<file path="config.mk">
export PLATFORM = sky130hd
export DESIGN_NAME = pipe_mmio_ctrl
export DESIGN_NICKNAME = d
export VERILOG_FILES = /design/src/rtl/pipe_mmio_ctrl_pkg.sv /design/src/rtl/io_sync2.sv /design/src/rtl/pipe_mmio_ctrl.sv
export SDC_FILE = /design/constraint.sdc
export NUM_CORES = 1
export LEC_CHECK = 0
export CORE_UTILIZATION = 46
export DETAILED_ROUTE_END_ITERATION = 10
export GPL_TIMING_DRIVEN = 0
export HOLD_SLACK_MARGIN = 0.12
export PLACE_DENSITY = 0.85
export SYNTH_ARGS = -nofsm -noshare
export SYNTH_HDL_FRONTEND = slang
export SYNTH_HIERARCHICAL = 1
export SYNTH_SLANG_ARGS = --single-unit
</file>
<file path="constraint.sdc">
create_clock -name clock_i -period 5.23 [get_ports clock_i]
set_clock_uncertainty 0.1 [all_clocks]
set_input_delay 1.3075 -clock clock_i [delete_from_list [all_inputs] [get_ports clock_i]]
set_output_delay 1.3075 -clock clock_i [all_outputs]
set_load 0.02 [all_outputs]
</file>
<file path="src/rtl/pipe_mmio_ctrl_pkg.sv">
// pipe_mmio_ctrl_pkg: register offsets and default window base for the MEM-stage I/O controller
package pipe_mmio_ctrl_pkg;
  localparam logic [7:0] IO_IN_OFS = 8'h00;
  localparam logic [7:0] IO_OUT_OFS = 8'h40;
  localparam logic [7:0] IO_CHG_OFS = 8'h80;
  localparam logic [7:0] IO_IEN_OFS = 8'h84;
  localparam logic [31:0] IO_BASE_DEF = 32'h0000_0080;
endpackage

</file>
<file path="src/rtl/io_sync2.sv">
// io_sync2: two-flop synchroniser with synchronous reset
module io_sync2 #(
  parameter int WIDTH = 1
) (
  input  logic             clk_i,
  input  logic             rst_i,
  input  logic [WIDTH-1:0] d_i,
  output logic [WIDTH-1:0] q_o
);
  logic [WIDTH-1:0] meta_q, sync_q;
  always_ff @(posedge clk_i) begin
    if (rst_i) begin
      meta_q <= '0;
      sync_q <= '0;
    end else begin
      meta_q <= d_i;
      sync_q <= meta_q;
    end
  end
  assign q_o = sync_q;
endmodule

</file>
<file path="src/rtl/pipe_mmio_ctrl.sv">
// pipe_mmio_ctrl: MEM-stage memory-mapped I/O with synced inputs, output registers,
// W1C change flags and a maskable irq
module pipe_mmio_ctrl
  import pipe_mmio_ctrl_pkg::*;
#(
  parameter int          N_IN    = 2,
  parameter int          IN_W    = 4,
  parameter int          N_OUT   = 1,
  parameter logic [31:0] IO_BASE = IO_BASE_DEF
) (
  input  logic                 clock_i,
  input  logic                 reset_i,
  input  logic                 rd_en_i,
  input  logic                 wr_en_i,
  input  logic [31:0]          addr_i,
  input  logic [31:0]          wdata_i,
  output logic                 hit_o,
  output logic [31:0]          rdata_o,
  input  logic [N_IN*IN_W-1:0] in_ports_i,
  output logic [N_OUT*32-1:0]  out_ports_o,
  output logic                 irq_o
);
  logic [N_IN*IN_W-1:0] in_sync, prev_q;
  logic [N_IN-1:0] chg_ev, status_q, status_d, ien_q, ien_d;
  logic [N_OUT*32-1:0] out_q;
  logic [31:0] in_word [16];
  logic [31:0] out_word [16];
  logic [31:0] rd_val, rdata_q, rdata_d;
  logic [7:0] ofs;
  logic rd, wr, irq_q, irq_d;

  assign hit_o = addr_i[31:8] == IO_BASE[31:8];
  assign ofs = addr_i[7:0] & 8'hFC;
  assign rd = rd_en_i & hit_o;
  assign wr = wr_en_i & hit_o;

  io_sync2 #(.WIDTH(N_IN*IN_W)) u_sync (
    .clk_i(clock_i),
    .rst_i(reset_i),
    .d_i  (in_ports_i),
    .q_o  (in_sync)
  );

  // Tables are padded to 16 entries so out-of-range offsets read zero
  for (genvar i = 0; i < 16; i++) begin : g_in
    if (i < N_IN) begin : g_v
      assign in_word[i] = 32'(in_sync[i*IN_W +: IN_W]);
      assign chg_ev[i] = |(in_sync[i*IN_W +: IN_W] ^ prev_q[i*IN_W +: IN_W]);
    end else begin : g_z
      assign in_word[i] = '0;
    end
  end

  for (genvar j = 0; j < 16; j++) begin : g_out
    if (j < N_OUT) begin : g_v
      assign out_word[j] = out_q[j*32 +: 32];
    end else begin : g_z
      assign out_word[j] = '0;
    end
  end

  // A change event ORed in last so it beats a coincident W1C clear
  always_comb begin
    status_d = (status_q & ~((wr && ofs == IO_CHG_OFS) ? wdata_i[N_IN-1:0] : '0)) | chg_ev;
    ien_d = (wr && ofs == IO_IEN_OFS) ? wdata_i[N_IN-1:0] : ien_q;
    irq_d = |(status_d & ien_d);
    rd_val = (ofs[7:6] == IO_IN_OFS[7:6])  ? in_word[ofs[5:2]] :
             (ofs[7:6] == IO_OUT_OFS[7:6]) ? out_word[ofs[5:2]] :
             (ofs == IO_CHG_OFS)           ? 32'(status_q) :
             (ofs == IO_IEN_OFS)           ? 32'(ien_q) : '0;
    rdata_d = rd ? rd_val : rdata_q;
  end

  always_ff @(posedge clock_i) begin
    if (reset_i) begin
      prev_q <= '0;
      status_q <= '0;
      ien_q <= '0;
      irq_q <= 1'b0;
      rdata_q <= '0;
      out_q <= '0;
    end else begin
      prev_q <= in_sync;
      status_q <= status_d;
      ien_q <= ien_d;
      irq_q <= irq_d;
      rdata_q <= rdata_d;
      for (int j = 0; j < N_OUT; j++)
        if (wr && ofs == IO_OUT_OFS + 8'(4*j)) out_q[j*32 +: 32] <= wdata_i;
    end
  end

  assign rdata_o = rdata_q;
  assign out_ports_o = out_q;
  assign irq_o = irq_q;
endmodule

</file>
; Yosys cells after proc, flatten, opt, wreduce, memory -nomap -nowiden
; Index checks and enable logic that the tools add are counted.
[op_classes]
order_cmp = 1
n_eq_ne = 4
mux = 12
bitwise_logic = 9
reduce_logical = 8
[op_table]
columns = operator, n
row1 = $bmux W32 S4, 2
row2 = $mux W32, 6
row3 = $logic_not A24 Y1, 1
row4 = $eq A6 B6 Y1 const B, 2
row5 = $mux W2, 4
row6 = $reduce_or A4 Y1, 2
row7 = $xor A4 B4 Y4, 2
row8 = $eq A6 B5 Y1 const B, 1
row9 = $ge A5 B5 Y1 const B, 1
row10 = $not A4 Y5, 1
row11 = $and A2 B2 Y2, 2
row12 = $logic_and A1 B1 Y1, 3
row13 = $and A1 B1 Y1, 2
row14 = $eq A2 B1 Y1 const B, 1
row15 = $logic_not A2 Y1, 1
row16 = $not A2 Y2, 1
row17 = $or A2 B2 Y2, 1
row18 = $reduce_or A2 Y1, 1
[word_totals]
register_bits = 93
inputBits = 76
out_inout_bits = 66
wordCells = 42

; Longest topological paths before layout
; Gate-level depths: netlist of run 1.
[depth]
ltp_word = 9
depth_mapped = 8
depth_no_buf = 5

; Cells and area by module
; Netlist of run 1, hierarchy kept.
[by_module_without_submodules]
columns = mod, instances, cells_each, area_per_inst_um2, seq_area_each_um2
row1 = pipe_mmio_ctrl, 1, 360, 2975.4, 1541.5
row2 = io_sync2, 1, 33, 464.2, 320.3

; Worst setup path before layout of run 1
; Ideal clock, no wire load.
[synth_path]
kind = input-to-output
startpoint = in addr_i[12]
endpoint = out hit_o
t_arrival_ns = 2.294
required_time_ns = 3.823
slack_ns = 1.528
path_stages = 3
path_buffers = 0
path_cell_list = or4_1 -> nor2_2 -> and2_1
[synth_between]
elab_chain_cells = 1
[synth_rtl]
columns = element, line_no
row1 = start: declaration, pipe_mmio_ctrl.sv:15  ; input logic [31:0] addr_i,
row2 = $logic_not A24 Y1, pipe_mmio_ctrl.sv:32  ; assign hit_o = addr_i[31:8] == IO_BASE[31:8];
row3 = end: declaration, pipe_mmio_ctrl.sv:17  ; output logic hit_o,
; Every way passes these cells.

; Worst setup path after layout of run 1
; Ends and elaborated chain as after synthesis.

==> reports/qor.tcl, run 1 <==
set qor(cts_repair_resize_count) 0
set qor(synth.lib_cells_used.distinct) 34
set qor(crit-reg2reg-launch) {u_sync/q_o[5]}
set qor(worstPathRequired_ns) 3.82
set qor(endpoint_kind) {output pin}
set qor(power.ir.vdd_worst_mv) 0.179
set qor(synth_seq_cells) 93
set qor(cp-startpoint) {addr_i[12]}
set qor(io_buffer_count) 138
set qor(critPathArrivalTime_ns) 3.29
set qor(dr_total_vias) 3336
set qor(final_net_count) 618
set qor(totalWireLength_um) 9430
set qor(cts_hold_bufs) 0
set qor(vias_per_cell) 5.16
set qor(synth_top_family_by_area) {simple AND/OR/NAND/NOR gates}
set qor(tightestPinTransition_ns) 0.525
set qor(multiInputGateArea_mm2) 0.00143
set qor(die_area_mm2) 0.00783
set qor(outcome) {completed}
set qor(synthMuxAreaShare_pct) 1.75
set qor(post_synthesis_simple_gate_area_fraction_pct) 26.4
set qor(cts-htree-levels) 3
set qor(clk_latency_ns) 0.36
set qor(slew-limit-headroom_pct) 64.7
set qor(report.final.slew_viol_count) 0
set qor(antenna_violating_nets_post_route) 0
set qor(fillers) 580
set qor(leading_cell_type_in_the_layout_fill_and_taps_excluded) {sky130_fd_sc_hd__clkdlybuf4s50_1}
set qor(synth-edff-count) 0
set qor(layout_min_cycle_time_ns) 4.69
set qor(initial_core_utilization_pct) 47.4
set qor(cts_num_sinks) 93
set qor(power.density_mw_per_mm2) 252
set qor(diodes) 0
set qor(die_height_um) 88.5
set qor(grt_pass1_vias) 3145
set qor(synth_xor_area_share_pct) 2.04
set qor(clk_path_buf_depth) 2
set qor(grt_use_total_pct) 24.2
set qor(postSynthAreaPerCell_um2) 8.75
set qor(post_synth_inst_count) 393
set qor(proportion_of_layout_cells_with_a_drive_suffix_above_1_pct) 7.31
set qor(cts.reportedPaths.clkPinSlew_ns) 0.08
set qor(die_width_um) 88.5
set qor(unrepaired_setup_endpoints_after_global_routing) {no}
set qor(synthesis.nets) 469
set qor(finalHoldViolCount) 0
set qor(leakagePower_nw) 1.81
set qor(overflow) 0
set qor(layout_worst_path_cycle_share_pct) 89.7
set qor(synthArstFlopShare_pct) 0
set qor(synth_sequential_area_ratio_pct) 54.1
set qor(std_cell_rows) 31
set qor(layout.cells.most_common_list) {138 x sky130_fd_sc_hd__clkdlybuf4s50_1, 94 x sky130_fd_sc_hd__nand2_1, 93 x sky130_fd_sc_hd__dfxtp_1}
set qor(finish.utilization_pct) 70.9
set qor(largest_net_degree_at_the_start_of_global_routing) 17
set qor(first_iter_violations) 114
set qor(report.final.setup_viol) 0
set qor(cts_buffers) 9
set qor(finalWeightedCongestion) 0.816
set qor(worstSetupPathType) {in -> out}
set qor(design.core.area_mm2) 0.00725
set qor(area.sequential_mm2) 0.00186
set qor(min-delay-start) {u_sync/meta_q[3]}
set qor(detailedRoute.firstPassIterationCount) 4
set qor(drc_violations_left) 0
set qor(crit_path_max_fo) 7
set qor(hp-class) {reg -> reg}
set qor(tns_ns) 0
set qor(synthFlopType) {sky130_fd_sc_hd__dfxtp_1}
set qor(grt_antenna_before_repair) 0
set qor(timing.max_cap.violations) 0
set qor(yosys_warnings) 6
set qor(adder_cell_fraction_of_synth_area_pct) 0
set qor(floorplan.io_pins) 142
set qor(max_clock_freq_ghz) 0.213
set qor(ctsRootBufferMaster) {sky130_fd_sc_hd__clkbuf_8}
set qor(wire_length_of_the_first_global_routing_pass_um) 14400
set qor(cp-start-kind) {input port}
set qor(synthToLayoutAreaGrowth_pct) 49.5
set qor(synth_compound_gate_area_share_pct) 11.4
set qor(routed_wire_length_per_instance_um) 14.6
set qor(cts_tree) {yes}
set qor(post_synthesis_cell_area_mm2) 0.00344
set qor(postCtsSetupRepairBufs) 0
set qor(post-dp-hpwl_um) 7190
-- worst max-delay path, cell delays in order --
cell and delay, ns:
sky130_fd_sc_hd__clkdlybuf4s50_1 0.40, sky130_fd_sc_hd__or4_1 0.54, sky130_fd_sc_hd__nor2_2 0.27, sky130_fd_sc_hd__and2_1 0.17
sky130_fd_sc_hd__clkdlybuf4s50_1 0.60
-- where the power goes --
part           internal, W  switching [W]
sequential        0.000717     0.00000468
clock             0.000224       0.000257
combinational    0.0000619      0.0000333
total              0.00100       0.000295
-- registers in the layout (all words and copies together) (netlist names) --
name	cells
u_sync/q_o	8
u_sync/meta_q	8
status_q	2
ien_q	2
rdata_o	32
prev_q	8
irq_o	1
out_ports_o	32
-- logic make-up after synthesis --
group	count (synthesis)
AOI/OAI and AO/OA	72
DFF	93
buffers and inverters	31
and+or+nand+nor	183
xor gates and xnor gates	8
muxes	6
-- cells in the mapped netlist, types with 7 or more instances --
cell,instances,area share [%]
sky130_fd_sc_hd__a21oi_1,61,8.9
sky130_fd_sc_hd__xor2_1,8,2.0
sky130_fd_sc_hd__nor2b_2,7,1.8
sky130_fd_sc_hd__dfxtp_1,93,54
sky130_fd_sc_hd__nor2_1,9,0.98
sky130_fd_sc_hd__nor2b_1,11,2.0
sky130_fd_sc_hd__nand2_1,94,10
sky130_fd_sc_hd__nand3_1,31,4.5
sky130_fd_sc_hd__clkbuf_1,20,2.2
-- metal layers --
metal / part of all wire (%) / GRT usage, %
met1: 42 / 28.9
met2: 48 / 41.2
met3: 7.1 / 6.25
met4: 2.5 / 10.6
met5: 0 / 0
-- final cells by class --
| type | count | share of cell area [%] |
|---|---|---|
| clock buffers | 9 | 2.41 |
| inverters | 2 | 0.146 |
| plain buffers | 29 | 2.75 |
| multi-input cells | 269 | 27.8 |
| clock inverters | 7 | 1.46 |
| repair buffers | 138 | 26.9 |
| flip-flops and latches | 93 | 36.2 |
| well taps | 99 | 2.41 |
-- stage by stage --
| stage | worst slack [ns] | power [W] | cells | hold WS [ns] | area (um2) |
|---|---|---|---|---|---|
| floorplan | 1.53 | 0.000767 | 393 | 0.315 | 3440 |
| global placement | 0.545 | 0.000830 | 630 | 0.323 | 4940 |
| detailed placement | 0.515 | 0.000833 | 630 | 0.323 | 4940 |
| CTS | 0.512 | 0.00130 | 646 | 0.348 | 5140 |
| global route | 0.405 | 0.00134 | 646 | 0.368 | 5140 |
| finish | 0.536 | 0.00130 | 646 | 0.344 | 5140 |
-- worst paths after layout --
check / slack (ns) / end / depth (start not counted)
hold / removal: 0.34 / u_sync/q_o[3] / 1
hold reg to reg: 0.34 / u_sync/q_o[3] / 1
setup / recovery: 0.54 / hit_o / 5
setup reg to reg: 3.44 / irq_o / 5
(Power assumes the default switching activity.)
==> inputs of run 2 (changes only) <==
--- a/config.mk
+++ b/config.mk
@@ -8,8 +8,9 @@
 export CORE_UTILIZATION = 46
 export DETAILED_ROUTE_END_ITERATION = 10
 export GPL_TIMING_DRIVEN = 0
-export HOLD_SLACK_MARGIN = 0.12
+export HOLD_SLACK_MARGIN = 0.08
 export PLACE_DENSITY = 0.85
+export SKIP_LAST_GASP = 1
 export SYNTH_ARGS = -nofsm -noshare
 export SYNTH_HDL_FRONTEND = slang
 export SYNTH_HIERARCHICAL = 1
==> results of run 2 <==
Same layout as run 1: the final DEF is identical, and so are final timing and power.
==> inputs of run 3 (changes only) <==
--- a/config.mk
+++ b/config.mk
@@ -5,11 +5,11 @@
 export SDC_FILE = /design/constraint.sdc
 export NUM_CORES = 1
 export LEC_CHECK = 0
-export CORE_UTILIZATION = 46
+export CORE_UTILIZATION = 43
 export DETAILED_ROUTE_END_ITERATION = 10
 export GPL_TIMING_DRIVEN = 0
-export HOLD_SLACK_MARGIN = 0.08
-export PLACE_DENSITY = 0.85
+export HOLD_SLACK_MARGIN = 0.06
+export PLACE_DENSITY = 0.8
 export SKIP_LAST_GASP = 1
 export SYNTH_ARGS = -nofsm -noshare
 export SYNTH_HDL_FRONTEND = slang
==> constraint.sdc (replaced) <==
create_clock -name clock_i -period 5.2 [get_ports clock_i]
set_clock_uncertainty 0.1 [all_clocks]
set_input_delay 1.3 -clock clock_i [delete_from_list [all_inputs] [get_ports clock_i]]
set_output_delay 1.3 -clock clock_i [all_outputs]
set_load 0.02 [all_outputs]
==> run 3 against run 2 <==
  * Register-to-register slack better by 0.10 ns
  * Power is 3.7% lower
  * Critical path depth is 1 higher
  * Sequential power is 0.6% higher
  * Global-route usage is 1.5 points lower
  * Clock-buffer cell count is 1 higher
  * Non-clock buffer count stayed put
  * Sequential share of layout area is 0.15 points higher
  * Routed wire length is 1.2% lower
  * Utilization is 4.6 points lower
  * Via count is 2.5% lower
  * Design area is 0.41% lower
==> reports/qor.tcl, run 3 (same netlist as run 1, synthesis figures left out) <==
set qor(proportion_of_layout_cells_with_a_drive_suffix_above_1_pct) 7.13 ;# was 7.31%
set qor(drc_violations_left) 0 ;# unchanged
set qor(die_area_mm2) 0.00836 ;# was 0.00783 mm2
set qor(worst_hold_endpoint) {u_sync/q_o[5]} ;# was u_sync/q_o[3]
set qor(synthToLayoutAreaGrowth_pct) 48.9 ;# was 49.5%
set qor(detailedRoute.firstPassIterationCount) 4 ;# unchanged
set qor(clk_latency_ns) 0.35 ;# was 0.36 ns
set qor(std_cell_rows) 32 ;# was 31
set qor(grt_pass1_vias) 3065 ;# was 3145
set qor(cts_num_sinks) 93 ;# unchanged
set qor(diodes) 0 ;# unchanged
set qor(layout_min_cycle_time_ns) 4.68
set qor(first_iter_violations) 162 ;# was 114
set qor(hp-class) {reg -> reg} ;# unchanged
set qor(power.ir.vdd_worst_mv) 0.159 ;# was 0.179 mV
set qor(leading_cell_type_in_the_layout_fill_and_taps_excluded) {sky130_fd_sc_hd__clkdlybuf4s50_1} ;# unchanged
set qor(slew-limit-headroom_pct) 65.1 ;# was 64.7%
set qor(wire_length_of_the_first_global_routing_pass_um) 15000 ;# was 14400 um
set qor(worst-r2r-cell-count) 5 ;# unchanged
set qor(worstSetupPathType) {in -> out} ;# unchanged
set qor(timing.max_cap.violations) 0 ;# unchanged
set qor(critical-path-slowest-cell) {sky130_fd_sc_hd__clkdlybuf4s50_1} ;# unchanged
set qor(cts_buffers) 9 ;# unchanged
set qor(reg2reg_setup_slack_ns) 3.54 ;# was 3.44 ns
set qor(report.final.setup_viol) 0 ;# unchanged
set qor(cts.reportedPaths.clkPinSlew_ns) 0.09 ;# was 0.08 ns
set qor(endpoint_kind) {output pin} ;# unchanged
set qor(power.density_mw_per_mm2) 244 ;# was 252 mW/mm2
set qor(post-dp-hpwl_um) 7140 ;# was 7190 um
set qor(fillers) 637 ;# was 580
set qor(hold-path-cell-count) 1 ;# unchanged
set qor(cts_hold_bufs) 0 ;# unchanged
set qor(unrepaired_setup_endpoints_after_global_routing) {no} ;# unchanged
set qor(critical_path.max_stage_delay_ns) 0.59 ;# was 0.60 ns
set qor(crit-reg2reg-launch) {u_sync/q_o[5]} ;# unchanged
set qor(report.final.slew_viol_count) 0 ;# unchanged
set qor(max_clock_freq_ghz) 0.214
set qor(area.sequential_mm2) 0.00186 ;# unchanged
set qor(tns_ns) 0 ;# unchanged
set qor(preCtsSetupSlack_ns) 0.497 ;# was 0.515 ns
set qor(routed_wire_length_per_instance_um) 14.3 ;# was 14.6 um
set qor(layout_worst_path_cycle_share_pct) 90.0
set qor(grt_antenna_before_repair) 0 ;# unchanged
set qor(outcome) {completed} ;# unchanged
set qor(worst_hold_slack_ns) 0.345 ;# was 0.344 ns
set qor(dr_total_vias) 3253 ;# was 3336
set qor(layout.cells.most_common_list) {138 x sky130_fd_sc_hd__clkdlybuf4s50_1, 94 x sky130_fd_sc_hd__nand2_1, 93 x sky130_fd_sc_hd__dfxtp_1} ;# unchanged
set qor(io_buffer_count) 138 ;# unchanged
set qor(leakagePower_nw) 1.79 ;# was 1.81 nW
set qor(vias_per_cell) 5.01 ;# was 5.16
set qor(postCtsSetupRepairBufs) 0 ;# unchanged
set qor(cp-start-kind) {input port} ;# unchanged
set qor(floorplan.io_pins) 142 ;# unchanged
set qor(largest_net_degree_at_the_start_of_global_routing) 17 ;# unchanged
set qor(cts_repair_resize_count) 0 ;# unchanged
set qor(die_width_um) 91.4 ;# was 88.5 um
set qor(overflow) 0 ;# unchanged
set qor(tightestPinTransition_ns) 0.524 ;# was 0.525 ns
set qor(crit_path_max_fo) 7 ;# unchanged
set qor(totalWireLength_um) 9310 ;# was 9430 um
set qor(finalWeightedCongestion) 0.831 ;# was 0.816
set qor(critPathMostFrequentCell) {sky130_fd_sc_hd__clkdlybuf4s50_1} ;# unchanged
set qor(min-delay-start) {u_sync/meta_q[5]} ;# was u_sync/meta_q[3]
set qor(multiInputGateArea_mm2) 0.00143 ;# unchanged
set qor(final_net_count) 618 ;# unchanged
set qor(die_height_um) 91.4 ;# was 88.5 um
set qor(critical_path.cell_chain) {clkdlybuf4s50_1, nor4_1, and4_1, clkbuf_1, and2_1, clkdlybuf4s50_1} ;# was clkdlybuf4s50_1, or4_1, nor2_2, and2_1, clkdlybuf4s50_1
set qor(ctsRootBufferMaster) {sky130_fd_sc_hd__clkbuf_8} ;# unchanged
set qor(finish.utilization_pct) 66.3 ;# was 70.9%
set qor(crit-reg2reg-capture) {irq_o} ;# unchanged
set qor(grt_use_total_pct) 22.7 ;# was 24.2%
set qor(worstPathRequired_ns) 3.80 ;# was 3.82 ns
set qor(cts_tree) {yes} ;# unchanged
set qor(critPathArrivalTime_ns) 3.28 ;# was 3.29 ns
set qor(finalHoldViolCount) 0 ;# unchanged
set qor(clk_path_buf_depth) 2 ;# unchanged
set qor(worst_slack_setup_final_ns) 0.518 ;# was 0.536 ns
set qor(cts-htree-levels) 3 ;# unchanged
set qor(design.core.area_mm2) 0.00773 ;# was 0.00725 mm2
set qor(initial_core_utilization_pct) 44.5 ;# was 47.4%
set qor(antenna_violating_nets_post_route) 0 ;# unchanged
run 3: cell types whose count changed in the layout (fill, tap and decap cells not counted), sizes merged:
cell	previous run	this run
bufinv	1	0
clkbuf	29	30
clkinv	5	2
clkinvlp	0	2
inv	3	4
run 3: final cells by class:
type	count	share of cell area (%)
buffer	29	2.76
clock buffer	10	2.49
clock inverter	6	0.904
inverter	2	0.147
multi-input combinational	269	27.9
sequential	93	36.3
tap	102	2.49
timing repair buffer	138	27.0
run 3: worst max-delay path by stage:
stage	cells past startpoint	slack (ns)	end	from
2_1_floorplan	3	1.51	hit_o	addr_i[12]
3_3_place_gp	6	0.55	hit_o	addr_i[21]
3_5_place_dp	6	0.50	hit_o	addr_i[21]
4_1_cts	6	0.48	hit_o	addr_i[21]
5_1_grt	6	0.39	hit_o	addr_i[21]
6_report	6	0.52	hit_o	addr_i[21]
run 3: critical path: cells and delay by family:
| kind | cells | cell delay (ns) |
|---|---|---|
| buffers and inverters | 3 | 1.26 |
| and+or+nand+nor | 3 | 0.72 |
run 3: per-layer routing:
layer	wire length (um)	GRT usage, %
met5	0	0
met4	218	8.60
met3	663	6.95
met2	4450	37.4
met1	3980	27.7
run 3: metrics by stage:
step | instances | cell area (um2) | power, W
6_report | 649 | 5120 | 0.00125
5_1_grt | 649 | 5120 | 0.00130
4_1_cts | 649 | 5120 | 0.00126
3_5_place_dp | 633 | 4950 | 0.000836
3_3_place_gp | 633 | 4950 | 0.000834
2_1_floorplan | 393 | 3440 | 0.000771
run 3: power by group:
group           total, W  internal, W  switching [W]
Clock           0.000429     0.000177       0.000252
Combinational  0.0000945    0.0000622      0.0000323
Sequential      0.000725     0.000721     0.00000430
